==> src/rtl/packet_buffer_reader.sv <==
// packet_buffer_reader: re-serialises buffered {packet_length, interface_id} + payload word records
// into 8-bit AXI-Stream frames and drops out-of-range records. Optional macro: STRIP_FCS_EN.
module packet_buffer_reader #(
  parameter int MIN_LEN = 64,
  parameter int MAX_LEN = 1518,
  parameter int CNT_W   = 32
) (
  input  logic             clk,
  input  logic             rst,
  input  logic [31:0]      s_word_tdata,
  input  logic             s_word_tvalid,
  output logic             s_word_tready,
  output logic [7:0]       m_axis_tdata,
  output logic             m_axis_tvalid,
  input  logic             m_axis_tready,
  output logic             m_axis_tlast,
  output logic [15:0]      m_axis_tuser,
  output logic             drop_pulse,
  output logic [CNT_W-1:0] drop_count,
  output logic             busy
);

  typedef enum logic [1:0] {
    ST_HDR  = 2'd0,
    ST_EMIT = 2'd1,
    ST_DROP = 2'd2
  } state_t;

  state_t           state_q, state_d;
  logic [31:0]      word_q, word_d;
  logic [1:0]       rem_q, rem_d;
  logic [15:0]      bytes_left_q, bytes_left_d;
  logic [15:0]      words_left_q, words_left_d;
  logic [7:0]       tdata_q, tdata_d;
  logic             tvalid_q, tvalid_d;
  logic             tlast_q, tlast_d;
  logic [15:0]      tuser_q, tuser_d;
  logic             drop_pulse_q, drop_pulse_d;
  logic [CNT_W-1:0] drop_count_q, drop_count_d;
  logic             busy_q, busy_d;

  logic [15:0]      hdr_len_s, hdr_iface_s, hdr_words_s, emit_len_s, bl_m1_s;
  logic             len_ok_s, out_free_s, tready_s, word_hs_s, load_s;

  // Header field decode and output-stage availability
  always_comb begin
    hdr_len_s   = s_word_tdata[31:16];
    hdr_iface_s = s_word_tdata[15:0];
    hdr_words_s = 16'((17'(hdr_len_s) + 17'd3) >> 2);
    len_ok_s    = (hdr_len_s >= 16'(MIN_LEN)) && (hdr_len_s <= 16'(MAX_LEN));
`ifdef STRIP_FCS_EN
    emit_len_s  = hdr_len_s - 16'd4;
`else
    emit_len_s  = hdr_len_s;
`endif
    bl_m1_s     = bytes_left_q - 16'd1;
    out_free_s  = !tvalid_q || m_axis_tready;
  end

  // Word-side ready: in EMIT a word is taken only once the holding register has handed off its last byte
  always_comb begin
    tready_s = 1'b0;
    case (state_q)
      ST_HDR:  tready_s = 1'b1;
      ST_EMIT: tready_s = (rem_q == 2'd0) && (words_left_q != 16'd0) &&
                          ((bytes_left_q == 16'd0) || out_free_s);
      ST_DROP: tready_s = 1'b1;
      default: tready_s = 1'b0;
    endcase
    word_hs_s = s_word_tvalid && tready_s && !rst;
  end

  // Next-state and output-stage logic
  always_comb begin
    state_d      = state_q;
    word_d       = word_q;
    rem_d        = rem_q;
    bytes_left_d = bytes_left_q;
    words_left_d = words_left_q;
    tdata_d      = tdata_q;
    tvalid_d     = tvalid_q;
    tlast_d      = tlast_q;
    tuser_d      = tuser_q;
    drop_pulse_d = 1'b0;
    drop_count_d = drop_count_q;
    load_s       = 1'b0;

    case (state_q)
      ST_HDR: begin
        tvalid_d = 1'b0;
        tlast_d  = 1'b0;
        if (word_hs_s) begin
          words_left_d = hdr_words_s;
          rem_d        = 2'd0;
          if (len_ok_s) begin
            state_d      = ST_EMIT;
            bytes_left_d = emit_len_s;
            tuser_d      = hdr_iface_s;
          end else begin
            drop_pulse_d = 1'b1;
            bytes_left_d = 16'd0;
            if (drop_count_q != {CNT_W{1'b1}}) begin
              drop_count_d = drop_count_q + {{(CNT_W-1){1'b0}}, 1'b1};
            end else begin
              drop_count_d = drop_count_q;
            end
            state_d = (hdr_words_s != 16'd0) ? ST_DROP : ST_HDR;
          end
        end else begin
          state_d = ST_HDR;
        end
      end

      ST_EMIT: begin
        if (out_free_s) begin
          if (rem_q != 2'd0) begin
            load_s  = 1'b1;
            tdata_d = word_q[31:24];
            word_d  = {word_q[23:0], 8'd0};
            rem_d   = rem_q - 2'd1;
          end else if (word_hs_s && (bytes_left_q != 16'd0)) begin
            load_s  = 1'b1;
            tdata_d = s_word_tdata[31:24];
            word_d  = {s_word_tdata[23:0], 8'd0};
            // Bytes past the frame end (pad or stripped FCS) never enter the shift count
            rem_d   = (bl_m1_s >= 16'd3) ? 2'd3 : bl_m1_s[1:0];
          end else begin
            load_s  = 1'b0;
          end
          tvalid_d = load_s;
          tlast_d  = load_s && (bytes_left_q == 16'd1);
          if (load_s) begin
            bytes_left_d = bl_m1_s;
          end else begin
            bytes_left_d = bytes_left_q;
          end
        end else begin
          tvalid_d = tvalid_q;
        end

        if (word_hs_s) begin
          words_left_d = words_left_q - 16'd1;
        end else begin
          words_left_d = words_left_q;
        end

        if ((words_left_d == 16'd0) && (bytes_left_d == 16'd0) && !tvalid_d) begin
          state_d = ST_HDR;
        end else begin
          state_d = ST_EMIT;
        end
      end

      ST_DROP: begin
        tvalid_d = 1'b0;
        tlast_d  = 1'b0;
        if (word_hs_s) begin
          words_left_d = words_left_q - 16'd1;
          state_d      = (words_left_q == 16'd1) ? ST_HDR : ST_DROP;
        end else begin
          state_d = ST_DROP;
        end
      end

      default: begin
        state_d  = ST_HDR;
        tvalid_d = 1'b0;
        tlast_d  = 1'b0;
      end
    endcase

    busy_d = (state_d != ST_HDR);
  end

  // State and output registers with synchronous reset
  always_ff @(posedge clk) begin
    if (rst) begin
      state_q      <= ST_HDR;
      word_q       <= 32'd0;
      rem_q        <= 2'd0;
      bytes_left_q <= 16'd0;
      words_left_q <= 16'd0;
      tdata_q      <= 8'd0;
      tvalid_q     <= 1'b0;
      tlast_q      <= 1'b0;
      tuser_q      <= 16'd0;
      drop_pulse_q <= 1'b0;
      drop_count_q <= {CNT_W{1'b0}};
      busy_q       <= 1'b0;
    end else begin
      state_q      <= state_d;
      word_q       <= word_d;
      rem_q        <= rem_d;
      bytes_left_q <= bytes_left_d;
      words_left_q <= words_left_d;
      tdata_q      <= tdata_d;
      tvalid_q     <= tvalid_d;
      tlast_q      <= tlast_d;
      tuser_q      <= tuser_d;
      drop_pulse_q <= drop_pulse_d;
      drop_count_q <= drop_count_d;
      busy_q       <= busy_d;
    end
  end

  assign s_word_tready = tready_s && !rst;
  assign m_axis_tdata  = tdata_q;
  assign m_axis_tvalid = tvalid_q;
  assign m_axis_tlast  = tlast_q;
  assign m_axis_tuser  = tuser_q;
  assign drop_pulse    = drop_pulse_q;
  assign drop_count    = drop_count_q;
  assign busy          = busy_q;

endmodule

==> config.mk <==
export PLATFORM = sky130hd
export DESIGN_NAME = packet_buffer_reader
export DESIGN_NICKNAME = d
export VERILOG_FILES = /design/src/rtl/packet_buffer_reader.sv
export SDC_FILE = /design/constraint.sdc
export NUM_CORES = 1
export LEC_CHECK = 0
export BUFFER_PORTS_ARGS = -buffer_cell sky130_fd_sc_hd__buf_2
export CORE_MARGIN = 4
export CORE_UTILIZATION = 50
export DETAILED_ROUTE_END_ITERATION = 8
export PLACE_DENSITY = 0.82
export RECOVER_POWER = 25
export SKIP_CTS_REPAIR_TIMING = 1
export SYNTH_ARGS = -nofsm -noshare
export SYNTH_HDL_FRONTEND = slang
export SYNTH_SLANG_ARGS = --single-unit
==> constraint.sdc <==
create_clock -name clk -period 2.85 [get_ports clk]
set_input_delay 0.285 -clock clk [delete_from_list [all_inputs] [get_ports clk]]
set_output_delay 0.285 -clock clk [all_outputs]
set_load 0.02 [all_outputs]
### After elaboration in Yosys (flattened, before gate mapping)

Index checks and enable logic that the tools add are counted.

| cells by class | value |
|---|---|
| muxes and demuxes | 35 |
| add/subtract/negate cells | 5 |
| equal/unequal tests | 8 |
| order comparisons | 3 |
| reduce and logical (&&, ||, !) cells | 37 |
| bitwise logic cells | 4 |

Operator list:

| kind | count |
|---|---|
| 16-bit 2-to-1 mux | 8 |
| 32-bit 2-to-1 mux | 2 |
| 16-bit zero test | 3 |
| 16-bit one-hot mux with 3 select lines | 1 |
| 16-bit nonzero test | 3 |
| 32-bit by 1-bit adder with 32-bit output, second input constant | 1 |
| 16-bit by 1-bit == test with 1-bit output, second input constant | 2 |
| 32-bit inequality test, second input constant | 1 |
| 16-bit one-hot mux with 2 select lines | 1 |
| 16-bit by 1-bit subtractor with 16-bit output, second input constant | 2 |
| 2-bit 2-to-1 mux | 10 |
| 16-bit by 2-bit adder with 17-bit output, second input constant | 1 |
| 16-bit by 2-bit >= comparator with 1-bit output, second input constant | 1 |
| 16-bit by 7-bit >= comparator with 1-bit output, second input constant | 1 |
| 16-bit by 11-bit <= comparator with 1-bit output, second input constant | 1 |
| 8-bit 2-to-1 mux | 2 |
| 1-bit logical AND | 10 |
| 1-bit 2-to-1 mux | 8 |
| 4-bit AND reduction | 2 |
| 2-bit nonzero test | 4 |
| 2-bit one-hot mux with 3 select lines | 1 |
| 3-bit AND reduction | 2 |
| 2-bit zero test | 2 |
| 2-bit inequality test, second input constant | 2 |
| 13 further kinds | 21 |

| storage, ports and cells | value |
|---|---|
| register bits | 128 |
| logic and storage cells | 104 |
| input port bits | 36 |
| output and inout bits | 61 |

### Logic depth before layout (Yosys ltp)

| logic depth | value |
|---|---|
| word-level depth | 21 |
| mapped depth | 11 |
| mapped depth without buffers | 10 |

### Worst setup path before layout

Ideal clock, no wire load.

| timing path | value |
|---|---|
| path kind | register to register |
| start point | register bytes_left_q[0] |
| end point | register words_left_q[13] |
| path buffers | 0 |
| arrival | 2280 ps |
| stages on the path, launching flop included | 11 |
| clock period less this slack | 2407 ps |
| slack | 443 ps |
| setup time | 128 ps |
| data required time | 2722 ps |
| cell sequence | dfxtp_1 > inv_1 > ha_1 > nor3b_1 > nand4_4 > a21oi_4 > nand4_4 > or3_1 > a21o_1 > a22oi_1 > nor2_1 |

| on the way | value |
|---|---|
| word-level cells in the longest chain between the ends | 9 |
| elaborated cells on any way between the ends | 11 |
| those cells by class | eq/ne (1); mux (4); reduce/logical (6) |

RTL lines:

| what | line | source |
|---|---|---|
| start, declared | 32 | `logic [15:0] bytes_left_q, bytes_left_d;` |
| start signal, assigned | 194 | `bytes_left_q <= bytes_left_d;` |
| 16-bit zero test (*) | 66 | `((bytes_left_q == 16'd0) \|\| out_free_s);` |
| 1-bit logical OR (*) | 66 |  |
| 1-bit logical AND (*) | 65 | `ST_EMIT: tready_s = (rem_q == 2'd0) && (words_left_q != 16'd0) &&` |
| 1-bit one-hot mux with 2 select lines (*) | 63 | `case (state_q)` |
| 1-bit logical AND (*) (2 in series) | 70 | `word_hs_s = s_word_tvalid && tready_s && !rst;` |
| 16-bit 2-to-1 mux | 141 | `if (word_hs_s) begin` |
| 16-bit 2-to-1 mux | 88 | `case (state_q)` |
| 16-bit one-hot mux with 3 select lines | 88 |  |
| end signal, assigned | 195 | `words_left_q <= words_left_d;` |
| end, declared | 33 | `logic [15:0] words_left_q, words_left_d;` |

Every way passes the cells marked *; elsewhere a longest branch is shown, timed or not. The select of a mux whose other input is x is not followed.
A chain may end at the register's enable or synchronous reset.

### Worst setup path in the final report

| timing path | value |
|---|---|
| start point | register words_left_q[0] |
| end point | output s_word_tready |

| on the way | value |
|---|---|
| word-level cells in the longest chain between the ends | 5 |

RTL lines:

| what | line | source |
|---|---|---|
| 16-bit nonzero test | 65 |  |
| 1-bit logical AND (2 in series) | 65 |  |
| 1-bit one-hot mux with 2 select lines | 63 |  |
| 1-bit logical AND | 206 | `assign s_word_tready = tready_s && !rst;` |
| end, declared | 12 | `output logic s_word_tready,` |

Every way passes these cells.

==> results.sh <==
export IMPL_worstPathCellList="inv_1 > ha_1 > nor4b_1 > nand4_1 > a31o_2 > and3_1 > buf_2"
export IMPL_synth_flop_cell="dfxtp_1"
export IMPL_switching_share_pct=28.9
export IMPL_ys_seq_elements=120
export IMPL_seqPwrFrac_pct=37.6
export IMPL_p_int_mw=3.33
export IMPL_syn_to_final_growth_pct=19.5
export IMPL_hold_viol=0
export IMPL_clock_fmax_ghz=0.371
export IMPL_clkLatencyLatePin_ns=0.42
export IMPL_met3_usage_pct=5.12
export IMPL_stdcell_count=1188
export IMPL_syn_inst=904
export IMPL_pre_cts_ws_ns=0.123
export IMPL_synth_compound_area_share_pct=20.6
export IMPL_antenna_found_initial=0
export IMPL_hold_ws_ns=0.117
export IMPL_synthesis_area_sq_um=6980
export IMPL_r2r_end="busy$_SDFF_PP0_"
export IMPL_synthArstFlopShare_pct=0
export IMPL_post_drt_wl_per_cell_um=17.3
export IMPL_grt_max_degree=57
export IMPL_synth_top_family_by_area="simple AND/OR/NAND/NOR gates"
export IMPL_vias_per_cell=5.97
export IMPL_fin_crit_sh_pct=94.7
export IMPL_ys_warn_count=0
export IMPL_cts_tree="built"
export IMPL_synth_cell_types=76
export IMPL_io_pins=97
export IMPL_nets=1045
export IMPL_dp_hpwl_um=14800
export IMPL_synthesis_nets=950
export IMPL_fin_worst_skew_ns=0.0117
export IMPL_coreArea_sq_um=13500
export IMPL_drtIter0Drc=701
export IMPL_gr_usage_all_layers_pct=25.5
export IMPL_max_cap_viol_count=0
export IMPL_endpoint="s_word_tready"
export IMPL_num_antenna_cells=0
export IMPL_drive_above_1_share_pct=17.2
export IMPL_critPathKind="reg2out"
export IMPL_synthAdderAreaFrac_pct=1.79
export IMPL_max_stage_delay_ns=0.44
export IMPL_critPathCaptureType="output pin"
export IMPL_synth_top_area_share_pct=34.4
export IMPL_initial_core_util_pct=51.9
export IMPL_synth_edff_count=0
export IMPL_synthTopCellsByArea="dfxtp_1 34%, nand2_1 7.8%, nor2_1 5.6%"
export IMPL_vias=7093
export IMPL_io_buffers=96
export IMPL_cp_data_required_time_ns=2.57
export IMPL_hold_class="in2reg"
export IMPL_die_area_sq_um=15900
export IMPL_slowest_stage="a31o_2"
export IMPL_dpl_instance_area_sq_um=7760
export IMPL_vdd_drop_max_mv=0.390
export IMPL_dp_cells=1155
export IMPL_grt_pass1_vias=6672
export IMPL_antenna_left=0
export IMPL_grt_busiest_layer="met2"
export IMPL_maxSlewViolCount=0
export IMPL_post_synth_top_area_cell="dfxtp_1"
export IMPL_syn_avg_cell_area_sq_um=7.73
export IMPL_setup_tns_final_ns=0
export IMPL_combPwrFrac_pct=17.0
export IMPL_timing_final_ws_setup_ns=0.152
export IMPL_setup_viol=0
export IMPL_yosysMostFrequentCell="nand2_1"
export IMPL_slew_headroom_pct=40.0
export IMPL_dr_pass1_iters=5
export IMPL_tightest_slew_ns=0.894
export IMPL_p_leak_nw=2.97
export IMPL_grt_util_met2_pct=41.9
export IMPL_rsz0062_at_grt="false"
export IMPL_p_sw_mw=1.35
export IMPL_row_count=42
export IMPL_r2r_start="bytes_left_q[5]$_SDFFE_PP0P_"
export IMPL_synth_top_cells_by_count="146 x nand2_1, 120 x dfxtp_1, 105 x nor2_1"
export IMPL_fillers=1233
export IMPL_die_h_um=126
export IMPL_p_total_mw=4.68
export IMPL_rrSetupSlack_ns=0.21
export IMPL_remaining_drc_errors=0
export IMPL_cts_sinks=120
export IMPL_seq_area_frac_synth_pct=34.4
export IMPL_place_congestion=0.976
export IMPL_clock_power_share_pct=45.4
export IMPL_clockRootBuffer="clkbuf_16"
export IMPL_cts_made_buffers=17
export IMPL_synth_mux_area_share_pct=0.143
export IMPL_wirelength_um=20600
export IMPL_post_route_util_pct=62.0
export IMPL_cts_max_path_buffers=2
export IMPL_htreeDepth=4
export IMPL_synth_xor_area_share_pct=6.40
export IMPL_fin_area_sq_um=8350
export IMPL_fin_crit_ns=2.70
export IMPL_clk_pin_slew_worst_paths_ns=0.06
export IMPL_startpoint_type="flop"
export IMPL_crit_start="words_left_q[0]$_SDFFE_PP0P_"
export IMPL_outcome="finished, final reports clean"
export IMPL_grt_pass1_wl_um=33700
export IMPL_grt_use_met1_pct=32.9
export IMPL_powerDensity_nw_per_um2=561
export IMPL_critPathMaxFanout=14
export IMPL_cp_data_arrival_time_ns=2.41
export IMPL_overflow=0
export IMPL_r2r_cells=8
export IMPL_synthSimpleGateAreaFrac_pct=31.7
export IMPL_die_w_um=126
-- cells by family after synthesis --
family,Yosys count
fa+ha+maj,10
compound gates,206
mux,1
xor+xnor,51
flops,120
buf+inv,85
simple gates,431
-- critical path: cells and delay by family (launching register included) --
kind            cells  cell delay (ns)
flops               1             0.35
compound gates      1             0.44
simple gates        3             0.75
fa+ha+maj           1             0.18
buf+inv             2             0.27
-- power groups by stage --
stage / registers, mW / clock network (mW) / logic (mW)
floorplan: 1.78 / 0 / 0.537
global placement: 1.79 / 0 / 0.762
detailed placement: 1.79 / 0 / 0.763
CTS: 1.76 / 2.15 / 0.767
global route: 1.76 / 2.24 / 0.865
finish: 1.76 / 2.12 / 0.796
-- how the worst min path moves through the flow --
stage          cells after the start                       endpoint                         start  slack (ns)
6_report                           3  m_axis_tuser[12]$_SDFFE_PP0P_              s_word_tdata[12]        0.12
5_1_grt                            3   m_axis_tuser[4]$_SDFFE_PP0P_               s_word_tdata[4]        0.12
4_1_cts                            3   m_axis_tuser[6]$_SDFFE_PP0P_               s_word_tdata[6]        0.10
3_5_place_dp                       2   m_axis_tuser[9]$_SDFFE_PP0P_  m_axis_tuser[9]$_SDFFE_PP0P_        0.44
3_3_place_gp                       2   m_axis_tuser[9]$_SDFFE_PP0P_  m_axis_tuser[9]$_SDFFE_PP0P_        0.44
2_1_floorplan                      2   m_axis_tuser[0]$_SDFFE_PP0P_               s_word_tdata[0]        0.43
-- placed cells by master (no fill, tap or decap), drive strengths merged, types with 8 or more instances in the layout --
cell	n
inv	24
nor3	36
nand2	148
dfxtp	120
xnor2	19
a22oi	11
nand4	22
a21oi	60
xor2	32
or3	14
a311oi	26
ha	10
clkbuf	64
nand3	33
buf	93
nor2	107
a31oi	11
o21ai	36
a211oi	8
nor4	20
-- layer usage --
| metal | part of all wire [%] | wire length [um] |
|---|---|---|
| met1 | 43 | 8890 |
| met2 | 47 | 9740 |
| met3 | 6.7 | 1380 |
| met4 | 2.7 | 547 |
| met5 | 0 | 0 |
-- sequential cells by signal, indices dropped and copies added, names as in the netlist --
register	cells
drop_pulse	1
m_axis_tvalid	1
m_axis_tlast	1
words_left_q	16
rem_q	2
bytes_left_q	16
busy	1
state_q	2
m_axis_tdata	8
m_axis_tuser	16
word_q	24
drop_count	32
-- area by class of cell --
type	count	area, sq um	area share [%]
clock buffer	19	443	5.31
timing repair buffer	138	767	9.19
multi-input combinational	699	4280	51.3
clock inverter	13	148	1.77
tap	176	220	2.64
inverter	23	86.3	1.03
sequential	120	2400	28.8
Note: power is estimated with default switching activity, not from simulation.
